$ cat src/rtl/mod_counter_pkg.sv
// Shared constants and helpers for the mod_counter timebase/event counter.
package mod_counter_pkg;

  // Overflow behaviour at the range limits.
  localparam int MODE_WRAP = 0;
  localparam int MODE_SAT  = 1;

  // Counting direction as seen on the 'up' input.
  localparam logic DIR_UP   = 1'b1;
  localparam logic DIR_DOWN = 1'b0;

  // Ceiling log2, used to size the prescaler; returns 0 for values <= 1.
  function automatic int clog2(input int value);
    int res;
    int rem;
    res = 0;
    rem = value - 1;
    while (rem > 0) begin
      res = res + 1;
      rem = rem >> 1;
    end
    return res;
  endfunction

endpackage

$ cat src/rtl/mod_counter_prescale.sv
// Enabled-cycle divider for mod_counter: raises step on every PRESCALE-th
// enabled cycle. restart (clear/load in the parent) returns it to phase 0.
module mod_counter_prescale
  import mod_counter_pkg::*;
#(
  parameter int PRESCALE = 1
) (
  input  logic clk,
  input  logic rst_n,
  input  logic restart,
  input  logic en,
  output logic step
);

  localparam int PW = (PRESCALE > 1) ? clog2(PRESCALE) : 1;
  localparam logic [PW-1:0] LAST = PW'(PRESCALE - 1);

  logic [PW-1:0] phase;

  assign step = en && !restart && (phase == LAST);

  // Phase counter advances only on enabled cycles, wrapping after LAST.
  always_ff @(posedge clk or negedge rst_n) begin
    if (!rst_n) begin
      phase <= '0;
    end else if (restart) begin
      phase <= '0;
    end else if (en) begin
      phase <= (phase == LAST) ? '0 : phase + PW'(1);
    end
  end

endmodule

$ cat src/rtl/mod_counter.sv
// Up/down modulo counter with clear, clamped load, wrap/saturate mode and
// registered terminal-count / event outputs.
// Optional feature: define MOD_COUNTER_PRESCALE_EN to make the counter step
// only on every PRESCALE-th enabled cycle.
module mod_counter
  import mod_counter_pkg::*;
#(
  parameter int WIDTH    = 4,
  parameter int MAX      = 2**WIDTH - 1,
  parameter int SATURATE = MODE_WRAP,
  parameter int PRESCALE = 1
) (
  input  logic             clk,
  input  logic             rst_n,
  input  logic             clr,
  input  logic             load,
  input  logic [WIDTH-1:0] load_val,
  input  logic             en,
  input  logic             up,
  output logic [WIDTH-1:0] count,
  output logic             tc,
  output logic             evt
);

  // One spare bit so the limit compares and +/-1 never alias at 2**WIDTH.
  localparam logic [WIDTH:0] MAX_X = (WIDTH + 1)'(MAX);
  localparam logic [WIDTH:0] ONE_X = (WIDTH + 1)'(1);

  if (WIDTH < 1 || MAX < 0 || MAX > 2**WIDTH - 1 || PRESCALE < 1) begin : g_param_check
    $error("mod_counter: illegal WIDTH/MAX/PRESCALE combination");
  end

  logic           step;
  logic [WIDTH:0] cur_x;
  logic [WIDTH:0] load_x;
  logic [WIDTH:0] nxt_x;
  logic           nxt_evt;
  logic           nxt_tc;

`ifdef MOD_COUNTER_PRESCALE_EN
  mod_counter_prescale #(
    .PRESCALE(PRESCALE)
  ) u_prescale (
    .clk    (clk),
    .rst_n  (rst_n),
    .restart(clr | load),
    .en     (en),
    .step   (step)
  );
`else
  assign step = en;
`endif

  // Next count/event with clr > load > step priority; tc follows next count.
  always_comb begin
    cur_x   = {1'b0, count};
    load_x  = {1'b0, load_val};
    nxt_x   = cur_x;
    nxt_evt = 1'b0;
    if (clr) begin
      nxt_x = '0;
    end else if (load) begin
      nxt_x = (load_x > MAX_X) ? MAX_X : load_x;
    end else if (step) begin
      if (up == DIR_UP) begin
        if (cur_x >= MAX_X) begin
          nxt_evt = 1'b1;
          nxt_x   = (SATURATE == MODE_SAT) ? MAX_X : '0;
        end else begin
          nxt_x = cur_x + ONE_X;
        end
      end else begin
        if (cur_x == '0) begin
          nxt_evt = 1'b1;
          nxt_x   = (SATURATE == MODE_SAT) ? '0 : MAX_X;
        end else begin
          nxt_x = cur_x - ONE_X;
        end
      end
    end
    nxt_tc = (up == DIR_UP) ? (nxt_x == MAX_X) : (nxt_x == '0);
  end

  // Output registers; reset aborts any pending event.
  always_ff @(posedge clk or negedge rst_n) begin
    if (!rst_n) begin
      count <= '0;
      tc    <= 1'b0;
      evt   <= 1'b0;
    end else begin
      count <= nxt_x[WIDTH-1:0];
      tc    <= nxt_tc;
      evt   <= nxt_evt;
    end
  end

endmodule

$ cat config.mk
export PLATFORM = sky130hd
export DESIGN_NAME = mod_counter
export DESIGN_NICKNAME = d
export VERILOG_FILES = /design/src/rtl/mod_counter_pkg.sv /design/src/rtl/mod_counter_prescale.sv /design/src/rtl/mod_counter.sv
export SDC_FILE = /design/constraint.sdc
export NUM_CORES = 1
export LEC_CHECK = 0
export CAP_MARGIN = 20
export CORE_AREA = 2 2 39 41
export DETAILED_ROUTE_END_ITERATION = 8
export DIE_AREA = 0 0 41 43
export PLACE_DENSITY = 0.67
export SYNTH_ARGS = -nofsm -noshare
export SYNTH_HDL_FRONTEND = slang
export SYNTH_SLANG_ARGS = --single-unit
$ cat constraint.sdc
create_clock -name clk -period 4.59 [get_ports clk]
set_clock_uncertainty 0.2 [all_clocks]
set_input_delay 0.459 -clock clk [delete_from_list [all_inputs] [get_ports clk]]
set_output_delay 0.459 -clock clk [all_outputs]
set_load 0.02 [all_outputs]
==> impl_metrics.py <==
metrics = {
    "placement": {
        "place_congestion": 0.900,
        "preCtsSetupSlack_ns": 2.01,
        "io_buffers": 15,
        "hpwl_microns": 904,
        "dpl-instance-area_sq_um": 644,
    },
    "synth": {
        "synthesis.area_sq_um": 493,
        "yosysUniqueCellTypes": 31,
        "ys_seq_area_frac": 0.305,
        "syn-num-nets": 62,
        "ys_seq_elements": 6,
        "avgSynthCellArea_sq_um": 9.86,
        "ys.warnings.count": 0,
        "syn_inst": 50,
    },
    "clocking": {
        "cts_buffers": 3,
        "htree_levels": 1,
        "clock_sinks": 6,
        "cts_tree": "yes",
        "ctsResizeCount": 0,
        "clockRootBuffer": "clkbuf_4",
        "cts.path.max_buffers": 2,
        "insertion_delay_ns": 0.25,
        "cts_setup_buffers": 0,
        "hold_buffers": 0,
        "clk_pin_slew_ns": 0.05,
    },
    "die": {
        "num_rows": 14,
        "die_area_sq_um": 1760,
        "fp.dieH_microns": 43,
        "ios": 16,
        "start_util": 0.356,
        "core_area_sq_um": 1380,
        "die_x_microns": 41,
    },
    "layout": {
        "mostFrequentLayoutCells": "clkdlybuf4s50_1 (15), dfrtp_1 (6), inv_1 (4), nor2_1 (4)",
        "drive_gt1_frac": 0.106,
        "diodes": 0,
        "final_area_sq_um": 667,
        "final_common_cell": "clkdlybuf4s50_1",
        "area_delta_synth_final_pct": 35.3,
        "nFillCells": 146,
        "nets": 80,
    },
    "outcome": {
        "outcome": "finished, final reports clean",
    },
    "detailed_routing": {
        "wl_per_cell_microns": 14.1,
        "wirelength_microns": 1160,
        "drtIter0Drc": 17,
        "drc": 0,
        "vias": 473,
        "first_pass_iters": 4,
        "vias_per_cell": 5.77,
        "ant_nets": 0,
    },
    "worst_setup_path": {
        "crit_fanout": 8,
        "worstReg2RegStart": "count[0]",
        "worst-setup-path-type": "in -> reg",
        "crit_path_start": "up",
        "critPathCaptureType": "flop",
        "crit_arrival_ns": 2.29,
        "required_ns": 4.56,
        "crit_path_start_kind": "input pin",
    },
    "global_route": {
        "grt_use_total": 0.162,
        "antenna_found_initial": 0,
        "grt_pass1_wl_microns": 1890,
        "grt_max_degree": 10,
        "overflow": 0,
        "grt_pass1_vias": 436,
    },
    "sta": {
        "fin_setup_tns_ns": 0,
        "rsz0062_at_grt": "no",
        "worstMarginPinSlew_ns": 0.437,
        "period_share": 0.506,
        "maxSlewHeadroom": 0.709,
        "maxSlewViolCount": 0,
        "setup_violations": 0,
        "fmax_ghz": 0.431,
        "hold_viol_final": 0,
        "fin_ws_ns": 2.27,
        "finalCriticalPeriod_ns": 2.32,
    },
    "power": {
        "total_power_uw": 168,
        "p_leak_uw": 0.000276,
        "cellPowerDensity_nw_per_um2": 251,
        "peakVddDrop_mv": 0.0888,
    },
    "flow_run": {
        "max-cap-violations": 0,
    },
    "hold_path": {
        "hold_class": "in -> async",
    },
}
==> cells in the mapped netlist, drive strengths merged <==
| library cell | n | area, sq um |
|---|---|---|
| a211oi | 1 | 7.51 |
| o311ai | 1 | 8.76 |
| o21ai | 1 | 5.00 |
| nand3b | 1 | 20.0 |
| o2111ai | 1 | 8.76 |
| nor2 | 4 | 15.0 |
| a221oi | 1 | 8.76 |
| a21oi | 3 | 15.0 |
| dfrtp | 6 | 150 |
| nand2b | 2 | 12.5 |
| a2111oi | 1 | 8.76 |
| xnor2 | 1 | 8.76 |
| mux2i | 1 | 10.0 |
| mux2 | 1 | 15.0 |
| nand4b | 1 | 8.76 |
| buf | 2 | 18.8 |
| or4 | 1 | 7.51 |
| inv | 4 | 15.0 |
| a311oi | 2 | 35.0 |
| ha | 2 | 25.0 |
| nor3 | 2 | 10.0 |
| or3 | 1 | 6.26 |
| nor3b | 1 | 7.51 |
| nand2 | 3 | 11.3 |
| a21bo | 1 | 10.0 |
| o21a | 1 | 7.51 |
| nand4 | 2 | 12.5 |
| nor2b | 1 | 6.26 |
| bufinv | 1 | 17.5 |
==> path summary, 6_finish.rpt <==
check,end,slack [ns],depth (start not counted)
min reg2reg,evt,0.54,2
min,count[3],0.24,1
max,tc,2.27,6
max reg2reg,tc,2.31,7
max in group asynchronous,count[2],3.73,1
min in group clk,evt,0.54,2
==> layout make-up <==
cell class | count | area, sq um | share of cell area
multi-input combinational | 37 | 292 | 0.437
sequential | 6 | 150 | 0.225
timing repair buffer | 15 | 150 | 0.225
inverter | 5 | 32.5 | 0.0488
clock buffer | 3 | 22.5 | 0.0338
tap | 16 | 20.0 | 0.0300
==> through the flow <==
| step | std cells | utilization | hold WS, ns |
|---|---|---|---|
| 6_report | 82 | 0.482 | 0.243 |
| 5_1_grt | 82 | 0.482 | 0.263 |
| 4_1_cts | 82 | 0.482 | 0.247 |
| 3_5_place_dp | 79 | 0.466 | 0.520 |
| 3_3_place_gp | 79 | 0.466 | 0.511 |
| 2_1_floorplan | 50 | - | -0.0366 |
==> layer usage <==
metal  part of all wire  wire, microns  track usage
met3              0.060             70       0.0314
met5                  0              0            0
met1               0.39            455        0.205
met4              0.015             17        0.133
met2               0.53            615        0.225
==> flip-flops by register name (all words and copies together) (netlist names) <==
name and flops:
evt 1, tc 1, count 4
==> cell families (layout without fill, tap and decap cells) <==
family	count (synthesis)	after routing	share of synthesized area
mux	2	2	0.0508
buf+inv	7	23	0.104
fa+ha+maj	2	2	0.0508
simple gates	19	19	0.239
flops	6	6	0.305
compound gates	13	13	0.234
xor+xnor	1	1	0.0178
==> critical path, stage by stage <==
cell and delay (ns):
clkdlybuf4s50_1 0.65, mux2_4 0.35, nand3b_4 0.09, a311oi_4 0.11
or4_1 0.52, mux2i_1 0.13
==> power breakdown <==
part	leakage (uW)	switching (uW)	total (uW)	internal [uW]
Combinational	0.000184	25.8	54.7	28.9
Clock	0.0000138	20.4	50.1	29.7
Sequential	0.0000788	6.05	62.9	56.9
Note: power is estimated with default switching activity, not from simulation.
